$ cat src/rtl/sorted_mem_sink_pkg.sv
// Shared widths, ordering defaults and FSM encoding for the sorted-memory sink.
package sorted_mem_sink_pkg;

    localparam int SM_DATA_WIDTH       = 8;
    localparam int SM_ELEMENT_NUM      = 8;
    localparam int SM_LOG2_ELEMENT_NUM = 3;
    localparam int SM_DESCENDING       = 1;
    localparam int SM_SIGNED_CMP       = 1;

    typedef enum logic [1:0] {
        ST_IDLE    = 2'd0,
        ST_CAPTURE = 2'd1,
        ST_DRAIN   = 2'd2,
        ST_DONE    = 2'd3
    } sm_state_e;

endpackage

$ cat src/rtl/sorted_mem_sink_sm_ram.sv
// Frame buffer: one write port, one registered read port; contents are not reset.
module sm_ram #(
    parameter int DATA_WIDTH  = 8,
    parameter int ELEMENT_NUM = 8,
    parameter int ADDR_WIDTH  = 3
) (
    input  logic                  clk,
    input  logic                  rst,
    input  logic                  we,
    input  logic [ADDR_WIDTH-1:0] waddr,
    input  logic [DATA_WIDTH-1:0] wdata,
    input  logic                  re,
    input  logic [ADDR_WIDTH-1:0] raddr,
    output logic [DATA_WIDTH-1:0] rdata
);

    logic [DATA_WIDTH-1:0] mem_r [ELEMENT_NUM];

    // storage write
    always_ff @(posedge clk) begin
        if (we) begin
            mem_r[waddr] <= wdata;
        end
    end

    // registered read port
    always_ff @(posedge clk or posedge rst) begin
        if (rst) begin
            rdata <= '0;
        end else if (re) begin
            rdata <= mem_r[raddr];
        end
    end

endmodule

$ cat src/rtl/sorted_mem_sink.sv
// Captures one sorted frame from the SM stream, checks address/order, then drains it
// over valid/ready in index order.
import sorted_mem_sink_pkg::*;

module sorted_mem_sink #(
    parameter int DATA_WIDTH       = SM_DATA_WIDTH,
    parameter int ELEMENT_NUM      = SM_ELEMENT_NUM,
    parameter int LOG2_ELEMENT_NUM = SM_LOG2_ELEMENT_NUM,
    parameter int DESCENDING       = SM_DESCENDING,
    parameter int SIGNED_CMP       = SM_SIGNED_CMP
) (
    input  logic                        clk,
    input  logic                        rst,
    input  logic                        clr,
    input  logic                        sm_valid,
    input  logic [LOG2_ELEMENT_NUM-1:0] sm_addr,
    input  logic [DATA_WIDTH-1:0]       sm_data,
    input  logic                        sm_done,
    output logic                        out_valid,
    input  logic                        out_ready,
    output logic [DATA_WIDTH-1:0]       out_data,
    output logic                        out_last,
    output logic                        busy,
    output logic                        frame_done,
    output logic                        order_err,
    output logic                        addr_err,
    output logic                        early_done
);

    localparam int CW = LOG2_ELEMENT_NUM + 1;
    localparam logic [CW-1:0] N_C    = CW'(ELEMENT_NUM);
    localparam logic [CW-1:0] LAST_C = CW'(ELEMENT_NUM - 1);

    sm_state_e             state_r, state_s;
    logic [CW-1:0]         wr_cnt_r, rd_ptr_r;
    logic [DATA_WIDTH-1:0] prev_r;
    logic                  out_valid_r, out_last_r, busy_r, frame_done_r;
    logic                  order_err_r, addr_err_r, early_done_r;
    logic                  capturing_s, accept_s, hs_s, load_s;

    function automatic logic order_bad(input logic [DATA_WIDTH-1:0] cur,
                                       input logic [DATA_WIDTH-1:0] prev);
        logic gt, lt;
        if (SIGNED_CMP != 0) begin
            gt = $signed(cur) > $signed(prev);
            lt = $signed(cur) < $signed(prev);
        end else begin
            gt = cur > prev;
            lt = cur < prev;
        end
        return (DESCENDING != 0) ? gt : lt;
    endfunction

    assign capturing_s = (state_r == ST_IDLE) || (state_r == ST_CAPTURE);
    assign accept_s    = sm_valid && capturing_s;
    assign hs_s        = out_valid_r && out_ready;
    // Refill the output register whenever it is empty or being consumed this cycle.
    assign load_s      = (state_r == ST_DRAIN) && (!out_valid_r || out_ready) && (rd_ptr_r < N_C);

    // next-state logic; clr overrides every transition
    always_comb begin
        state_s = state_r;
        case (state_r)
            ST_IDLE, ST_CAPTURE: begin
                if (accept_s && (wr_cnt_r == LAST_C)) begin
                    state_s = ST_DRAIN;
                end else if (accept_s) begin
                    state_s = ST_CAPTURE;
                end else begin
                    state_s = state_r;
                end
            end
            ST_DRAIN: begin
                if (hs_s && out_last_r) begin
                    state_s = ST_DONE;
                end else begin
                    state_s = ST_DRAIN;
                end
            end
            ST_DONE:  state_s = ST_DONE;
            default:  state_s = ST_IDLE;
        endcase
        if (clr) begin
            state_s = ST_IDLE;
        end else begin
            state_s = state_s;
        end
    end

    // state, counters, sticky checks and registered drain outputs
    always_ff @(posedge clk or posedge rst) begin
        if (rst) begin
            state_r      <= ST_IDLE;
            wr_cnt_r     <= '0;
            rd_ptr_r     <= '0;
            prev_r       <= '0;
            out_valid_r  <= 1'b0;
            out_last_r   <= 1'b0;
            busy_r       <= 1'b0;
            frame_done_r <= 1'b0;
            order_err_r  <= 1'b0;
            addr_err_r   <= 1'b0;
            early_done_r <= 1'b0;
        end else if (clr) begin
            state_r      <= ST_IDLE;
            wr_cnt_r     <= '0;
            rd_ptr_r     <= '0;
            prev_r       <= '0;
            out_valid_r  <= 1'b0;
            out_last_r   <= 1'b0;
            busy_r       <= 1'b0;
            frame_done_r <= 1'b0;
            order_err_r  <= 1'b0;
            addr_err_r   <= 1'b0;
            early_done_r <= 1'b0;
        end else begin
            state_r      <= state_s;
            busy_r       <= (state_s == ST_CAPTURE) || (state_s == ST_DRAIN);
            frame_done_r <= (state_s == ST_DONE);
            if (accept_s) begin
                wr_cnt_r <= wr_cnt_r + CW'(1);
                prev_r   <= sm_data;
                if ((wr_cnt_r != '0) && order_bad(sm_data, prev_r)) begin
                    order_err_r <= 1'b1;
                end
                if ({1'b0, sm_addr} != wr_cnt_r) begin
                    addr_err_r <= 1'b1;
                end
            end
            if (sm_done && capturing_s && (wr_cnt_r < N_C)) begin
                early_done_r <= 1'b1;
            end
            if (load_s) begin
                out_valid_r <= 1'b1;
                out_last_r  <= (rd_ptr_r == LAST_C);
                rd_ptr_r    <= rd_ptr_r + CW'(1);
            end else if (hs_s) begin
                out_valid_r <= 1'b0;
                out_last_r  <= 1'b0;
            end
        end
    end

    sm_ram #(
        .DATA_WIDTH  (DATA_WIDTH),
        .ELEMENT_NUM (ELEMENT_NUM),
        .ADDR_WIDTH  (LOG2_ELEMENT_NUM)
    ) u_ram (
        .clk   (clk),
        .rst   (rst),
        .we    (accept_s),
        .waddr (wr_cnt_r[LOG2_ELEMENT_NUM-1:0]),
        .wdata (sm_data),
        .re    (load_s),
        .raddr (rd_ptr_r[LOG2_ELEMENT_NUM-1:0]),
        .rdata (out_data)
    );

    assign out_valid  = out_valid_r;
    assign out_last   = out_last_r;
    assign busy       = busy_r;
    assign frame_done = frame_done_r;
    assign order_err  = order_err_r;
    assign addr_err   = addr_err_r;
    assign early_done = early_done_r;

endmodule

$ cat config.mk
export PLATFORM = sky130hd
export DESIGN_NAME = sorted_mem_sink
export DESIGN_NICKNAME = d
export VERILOG_FILES = /design/src/rtl/sorted_mem_sink_pkg.sv /design/src/rtl/sorted_mem_sink_sm_ram.sv /design/src/rtl/sorted_mem_sink.sv
export SDC_FILE = /design/constraint.sdc
export NUM_CORES = 1
export LEC_CHECK = 0
export BUFFER_PORTS_ARGS = -buffer_cell sky130_fd_sc_hd__buf_2
export CAP_MARGIN = 0
export CORE_MARGIN = 8
export CORE_UTILIZATION = 40
export DETAILED_ROUTE_END_ITERATION = 8
export SLEW_MARGIN = 20
export SYNTH_ARGS = -nofsm -noshare
export SYNTH_HDL_FRONTEND = slang
export SYNTH_SLANG_ARGS = --single-unit
$ cat constraint.sdc
create_clock -name clk -period 2.5 [get_ports clk]
set_input_delay 0.125 -clock clk [delete_from_list [all_inputs] [get_ports clk]]
set_output_delay 0.125 -clock clk [all_outputs]
set_load 0.02 [all_outputs]
==> reports/results.tsv, run 1 <==
metric	value	unit
syn_nets	310	
globalplace.congestion	0.721	
leakagePower	1.80	nW
cp-start-kind	flip-flop	
internal-power	2.28	mW
r2r_cells	5	
min_path_type	input port to flip-flop	
post_synth_num_cell_types	38	
netlist_instances	281	
cts_sinks	97	
firstDrtPassIters	4	
area.growth.synth_to_final	12.5	%
grt_setup_unrepaired	false	
grt_pass1_vias	2393	
clockRootBuffer	clkbuf_8	
nets	351	
r2r_end	busy	
slew_headroom	0.575	
timing.setup.tns	0	ns
final_max_slew_viol_count	0	
seq_power_share	0.604	
clk_path_buf_depth	2	
start_util	0.408	
max_freq	0.533	GHz
pin_count	32	
cp.required	2.73	ns
hp-start	sm_valid	
num_vias	2289	
ys_ff_latch	97	
path_clk_slew	0.09	ns
die_h	118	um
cp-end-kind	flip-flop	
clkLatencyLatePin	0.35	ns
grt_max_degree	34	
path_max_fanout	16	
crit_type	flip-flop to flip-flop	
htreeDepth	3	
drv_cap	0	
p_per_area	623	nW/um2
core	10200	um2
rows	37	
ant_nets	0	
fin_util	0.459	
timing.final.crit_share	0.751	
crit_arrival	2.11	ns
route.detailed.drc	0	
postSynthAreaPerCell	14.8	um2
dp_hpwl	5.10	mm
grt_pass1_wl	12.8	mm
yosysWarnings	0	
drive_above_1_share	0.208	
p_sw_frac	0.219	
place_inst	445	
wire_per_inst	16.7	um
min_path_cells	3	
finalWirelength	7.74	mm
fin_skew	0.0111	ns
syn-cell-area	4170	um2
p_switching	0.639	mW
hold_viol_final	0	
power_frac_comb	0.062	
antenna_found_initial	0	
drtIter0Drc	155	
clkPwrFrac	0.334	
viasPerCell	4.94	
cts_tree	built	
die-area	13900	um2
worstMarginPinSlew	0.637	ns
grt_usage	0.118	
dieWidth	118	um
diodes	0	
setup_viol	0	
power	2.92	mW
seq_area_frac_synth	0.659	
r2r-start	state_r[1]	
holdWs	0.0661	ns
io_buffers	31	
final_cell_count_no_fill	463	
gr-total-overflow	0	
ir_drop	0.225	mV
final.min_clock_period	1.88	ns
reg2reg_setup_slack	0.62	ns
holdPathEnd	state_r[1]	
status	finished, final reports clean	
cts_buffers	9	
stage by stage:
stage / setup WS [ns] / area [um2]
2_1_floorplan: 0.422 / 4170
3_3_place_gp: 0.655 / 4480
3_5_place_dp: 0.633 / 4480
4_1_cts: 0.612 / 4690
5_1_grt: 0.461 / 4690
6_report: 0.623 / 4690
power groups by stage:
stage                     registers (mW)  logic (mW)  clock network, mW
after detailed placement            1.80       0.183                  0
after floorplan                     1.80       0.106                  0
after CTS                           1.77       0.186               1.01
after global placement              1.80       0.178                  0
after global routing                1.77       0.207               1.06
final                               1.77       0.180              0.976
cell usage after synthesis:
cell type,instances,area (um2)
edfxtp_1,64,1920
nand2_1,27,101
nor4b_4,1,23.8
buf_6,3,33.8
nand3_1,3,15.0
clkbuf_1,4,15.0
a41oi_1,1,8.76
buf_12,1,20.0
buf_1,1,3.75
a21o_1,1,7.51
inv_1,14,52.6
or4_1,1,7.51
nor3_1,4,20.0
xnor2_1,2,17.5
a221o_1,1,10.0
a31oi_1,2,12.5
o2111a_1,1,11.3
o2bb2ai_1,1,8.76
a21oi_1,26,130
dfrtp_1,33,826
buf_4,1,7.51
nand2b_1,2,12.5
nor2b_1,4,25.0
mux4_2,8,180
nand4_1,2,12.5
a21bo_2,1,10.0
xor2_1,4,35.0
o21ai_0,1,5.00
buf_2,6,30.0
o31a_1,1,8.76
ha_1,12,150
mux2i_1,9,90.1
nor2_1,25,93.8
nand3b_1,3,22.5
o41ai_2,1,16.3
nor4_1,1,6.26
nor3b_1,1,7.51
mux4_1,8,210
critical path: stages (launching register included):
cell and delay, ns:
dfrtp_1 0.47, nand2b_1 0.55, nand2_1 0.15, a31oi_1 0.21, ha_1 0.25, nor2b_1 0.12
worst max path at each step:
stage / startpoint / to / slack [ns] / depth (start not counted)
floorplan: state_r[1] / u_ram.mem_r[0][0] / 0.42 / 4
global placement: state_r[1] / busy / 0.66 / 5
detailed placement: state_r[1] / busy / 0.63 / 5
CTS: state_r[1] / busy / 0.61 / 5
global route: state_r[1] / busy / 0.46 / 5
finish: state_r[1] / busy / 0.62 / 5
logic make-up (layout without fill, tap and decap cells):
family / Yosys count / after routing / synth area share
buffers and inverters: 30 / 76 / 0.0390
multiplexers: 25 / 25 / 0.115
AND/OR/NAND/NOR: 74 / 74 / 0.0834
XOR/XNOR: 6 / 6 / 0.0126
AO/OA/AOI/OAI: 37 / 37 / 0.0549
adder cells (fa/ha/maj): 12 / 12 / 0.0360
flip-flops: 97 / 97 / 0.659
cell usage in the layout, fill, tap and decap left out, types with 2 or more instances in the layout:
cell type / synthesis / layout
nand3_1: 3 / 3
clkbuf_1: 4 / 3
nor2_1: 25 / 25
ha_1: 12 / 12
xnor2_1: 2 / 2
dfrtp_1: 33 / 33
clkbuf_8: 0 / 9
nor2b_1: 4 / 4
dlygate4sd3_1: 0 / 2
mux2i_1: 9 / 9
edfxtp_1: 64 / 64
clkinvlp_4: 0 / 2
nor3_1: 4 / 4
mux4_1: 8 / 8
nand2_1: 27 / 27
xor2_1: 4 / 4
inv_1: 14 / 14
mux4_2: 8 / 8
buf_4: 1 / 13
nand4_1: 2 / 2
buf_2: 6 / 31
a31oi_1: 2 / 2
a21oi_1: 26 / 26
nand2b_1: 2 / 2
nand3b_1: 3 / 3
metal layers:
layer,part of all wire,GRT usage,vias up
li1,-,-,1119
met1,0.46,0.145,1124
met2,0.49,0.193,37
met3,0.033,0.0293,9
met4,0.018,0.0528,0
met5,0,0,-
registers in the layout, summed over array words and instances (netlist names), 2 cells and up:
register and count:
wr_cnt_r 4, state_r 2, prev_r 8, u_ram.rdata 8
rd_ptr_r 4, u_ram.mem_r 64
timing repair:
| item | in CTS | in global routing |
|---|---|---|
| resized for setup | 0 | 0 |
| hold endpoints to repair | 34 | 0 |
| buffers inserted | 0 | 0 |
| hold buffers | 2 | 0 |
layout make-up:
| cell class | count | area [um2] |
|---|---|---|
| Fill cell | 911 | 5540 |
| Sequential cell | 97 | 2750 |
| Multi-Input combinational cell | 154 | 1260 |
| Timing Repair Buffer | 46 | 273 |
| Tap cell | 136 | 170 |
| Clock buffer | 12 | 135 |
| Clock inverter | 4 | 53.8 |
| Inverter | 14 | 52.6 |
(Power assumes the default switching activity.)
==> run 2: changes to the inputs <==
==> constraint.sdc (replaced) <==
create_clock -name clk -period 1.8 [get_ports clk]
set_input_delay 0.09 -clock clk [delete_from_list [all_inputs] [get_ports clk]]
set_output_delay 0.09 -clock clk [all_outputs]
set_load 0.02 [all_outputs]
==> run 2 against run 1 <==
Compared with the run above:
- hold slack worse by 0.020 ns
- largest power group unchanged
- clock skew is essentially flat
- global-route usage fell by 0.24 points
- clock power is 48% higher
- sequential cell count stayed put
- critical path type unchanged
- via count up 2.2%
- non-clock buffer count increased by 4
- design area grew 1.7%
- maximum frequency grew 20%
- wire length shrank 2.1%
- critical path depth unchanged
==> reports/results.tsv, run 2 (synthesis results as in run 1) <==
metric	value	unit	change
ctsHoldBuffers	2		unchanged
grt_pass1_wl	12.7	mm	-0.70%
cts_resized	0		unchanged
grt_usage	0.116		-0.00239
path_clk_slew	0.09	ns	about the same
globalplace.congestion	0.788		+9.4%
htreeDepth	3		unchanged
reg2reg_setup_slack	0.23	ns	-0.39 ns
power	4.15	mW	+42%
pre_cts_ws	0.220	ns	-0.413 ns
die_h	118	um	unchanged
slew_headroom	0.605		+0.0294
num_vias	2340		+2.2%
leakagePower	1.84	nW	+2.6%
hold_viol_final	0		unchanged
rows	37		unchanged
finalWorstSetupSlack	0.231	ns	-0.392 ns
diodes	0		unchanged
holdWs	0.0458	ns	-0.0203 ns
cp.required	2.02	ns	-0.71 ns
start_util	0.408		unchanged
min_path_cells	3		unchanged
hp-start	sm_valid		
final_cell_mix	edfxtp_1, dfrtp_1, buf_2, nand2_1, a21oi_1		
top_register	u_ram.mem_r		
pin_count	32		unchanged
r2r_cells	5		unchanged
path_max_fanout	8		-8
final.min_clock_period	1.57	ns	-0.308 ns
max_freq	0.637	GHz	+20%
die-area	13900	um2	unchanged
cts_sinks	97		unchanged
reg_top3	u_ram.mem_r (64), prev_r (8), u_ram.rdata (8)		
r2r_end	busy		
layout_commonest_cell	edfxtp_1		
grt_max_degree	34		unchanged
viasPerCell	5.01		+1.4%
setup_viol	0		unchanged
crit_arrival	1.79	ns	-0.32 ns
dp_hpwl	5.10	mm	-0.11%
ant_nets	0		unchanged
nFillCells	904		-0.77%
clkLatencyLatePin	0.35	ns	about the same
timing.final.crit_share	0.872		+0.121
cts_buffers	9		unchanged
clk_path_buf_depth	2		unchanged
largest_register_ffs	64		unchanged
r2r-start	state_r[1]		
crit_type	flip-flop to flip-flop		
nets	355		+1.1%
drtIter0Drc	149		-3.9%
area.growth.synth_to_final	14.4	%	
cp-start-kind	flip-flop		
ir_drop	0.395	mV	+76%
antenna_found_initial	0		unchanged
firstDrtPassIters	4		unchanged
drive_above_1_share	0.227		+0.0186
worstMarginPinSlew	0.593	ns	-0.0440 ns
p_per_area	869	nW/um2	+40%
io_buffers	31		unchanged
status	finished, final reports clean		
place_inst	449		+0.90%
finalWirelength	7.57	mm	-2.1%
post_cts_buffers	0		unchanged
core	10200	um2	unchanged
holdPathEnd	state_r[1]		
route.detailed.drc	0		unchanged
clockRootBuffer	clkbuf_8		
fin_skew	0.0107	ns	-0.000426 ns
wire_per_inst	16.2	um	-3.0%
grt_pass1_vias	2431		+1.6%
cp-end-kind	flip-flop		
gr-total-overflow	0		unchanged
min_path_type	input port to flip-flop		
grt_setup_unrepaired	false		
cts_tree	built		
final_max_slew_viol_count	0		unchanged
final_cell_count_no_fill	467		+0.86%
drv_cap	0		unchanged
dieWidth	118	um	unchanged
## run 2: through the flow
| step | cell area, um2 | TNS, ns | util |
|---|---|---|---|
| 2_1_floorplan | 4180 | -1.98 | - |
| 3_3_place_gp | 4540 | 0 | 0.444 |
| 3_5_place_dp | 4540 | 0 | 0.444 |
| 4_1_cts | 4770 | 0 | 0.466 |
| 5_1_grt | 4770 | 0 | 0.466 |
| 6_report | 4770 | 0 | 0.466 |
## run 2: worst max path at each step
stage                            from                end  slack (ns)  cells after the start
after floorplan            state_r[1]  u_ram.mem_r[1][0]       -0.08                      4
after global placement     state_r[1]               busy        0.26                      5
after detailed placement  wr_cnt_r[0]          order_err        0.22                      5
after CTS                 wr_cnt_r[0]          order_err        0.22                      5
after global routing       state_r[1]               busy         0.1                      5
final                      state_r[1]               busy        0.23                      5
## run 2: area by class of cell
type | instances | area [um2] | area share
clock inverter | 4 | 52.6 | 0.0110
multi-input combinational | 154 | 1270 | 0.265
inverter | 14 | 52.6 | 0.0110
clock buffer | 12 | 155 | 0.0325
sequential | 97 | 2750 | 0.576
timing repair buffer | 50 | 328 | 0.0687
tap | 136 | 170 | 0.0357
## run 2: power by group
group / switching, mW / leakage, nW / internal (mW)
Sequential: 0.0190 / 1.03 / 2.43
Combinational: 0.161 / 0.706 / 0.101
Clock: 0.714 / 0.107 / 0.722
Total: 0.894 / 1.84 / 3.25
## run 2: worst max-delay path, stage by stage (launching register included)
cell and delay (ns):
dfrtp_1 0.48, nand2b_1 0.31, nand2_1 0.11, a31oi_1 0.18
ha_1 0.24, nor2b_1 0.12
## run 2: per-layer routing
metal  part of all wire  track usage
met2               0.48        0.190
met4              0.015       0.0552
met5                  0            0
met1               0.47        0.145
met3              0.036       0.0206
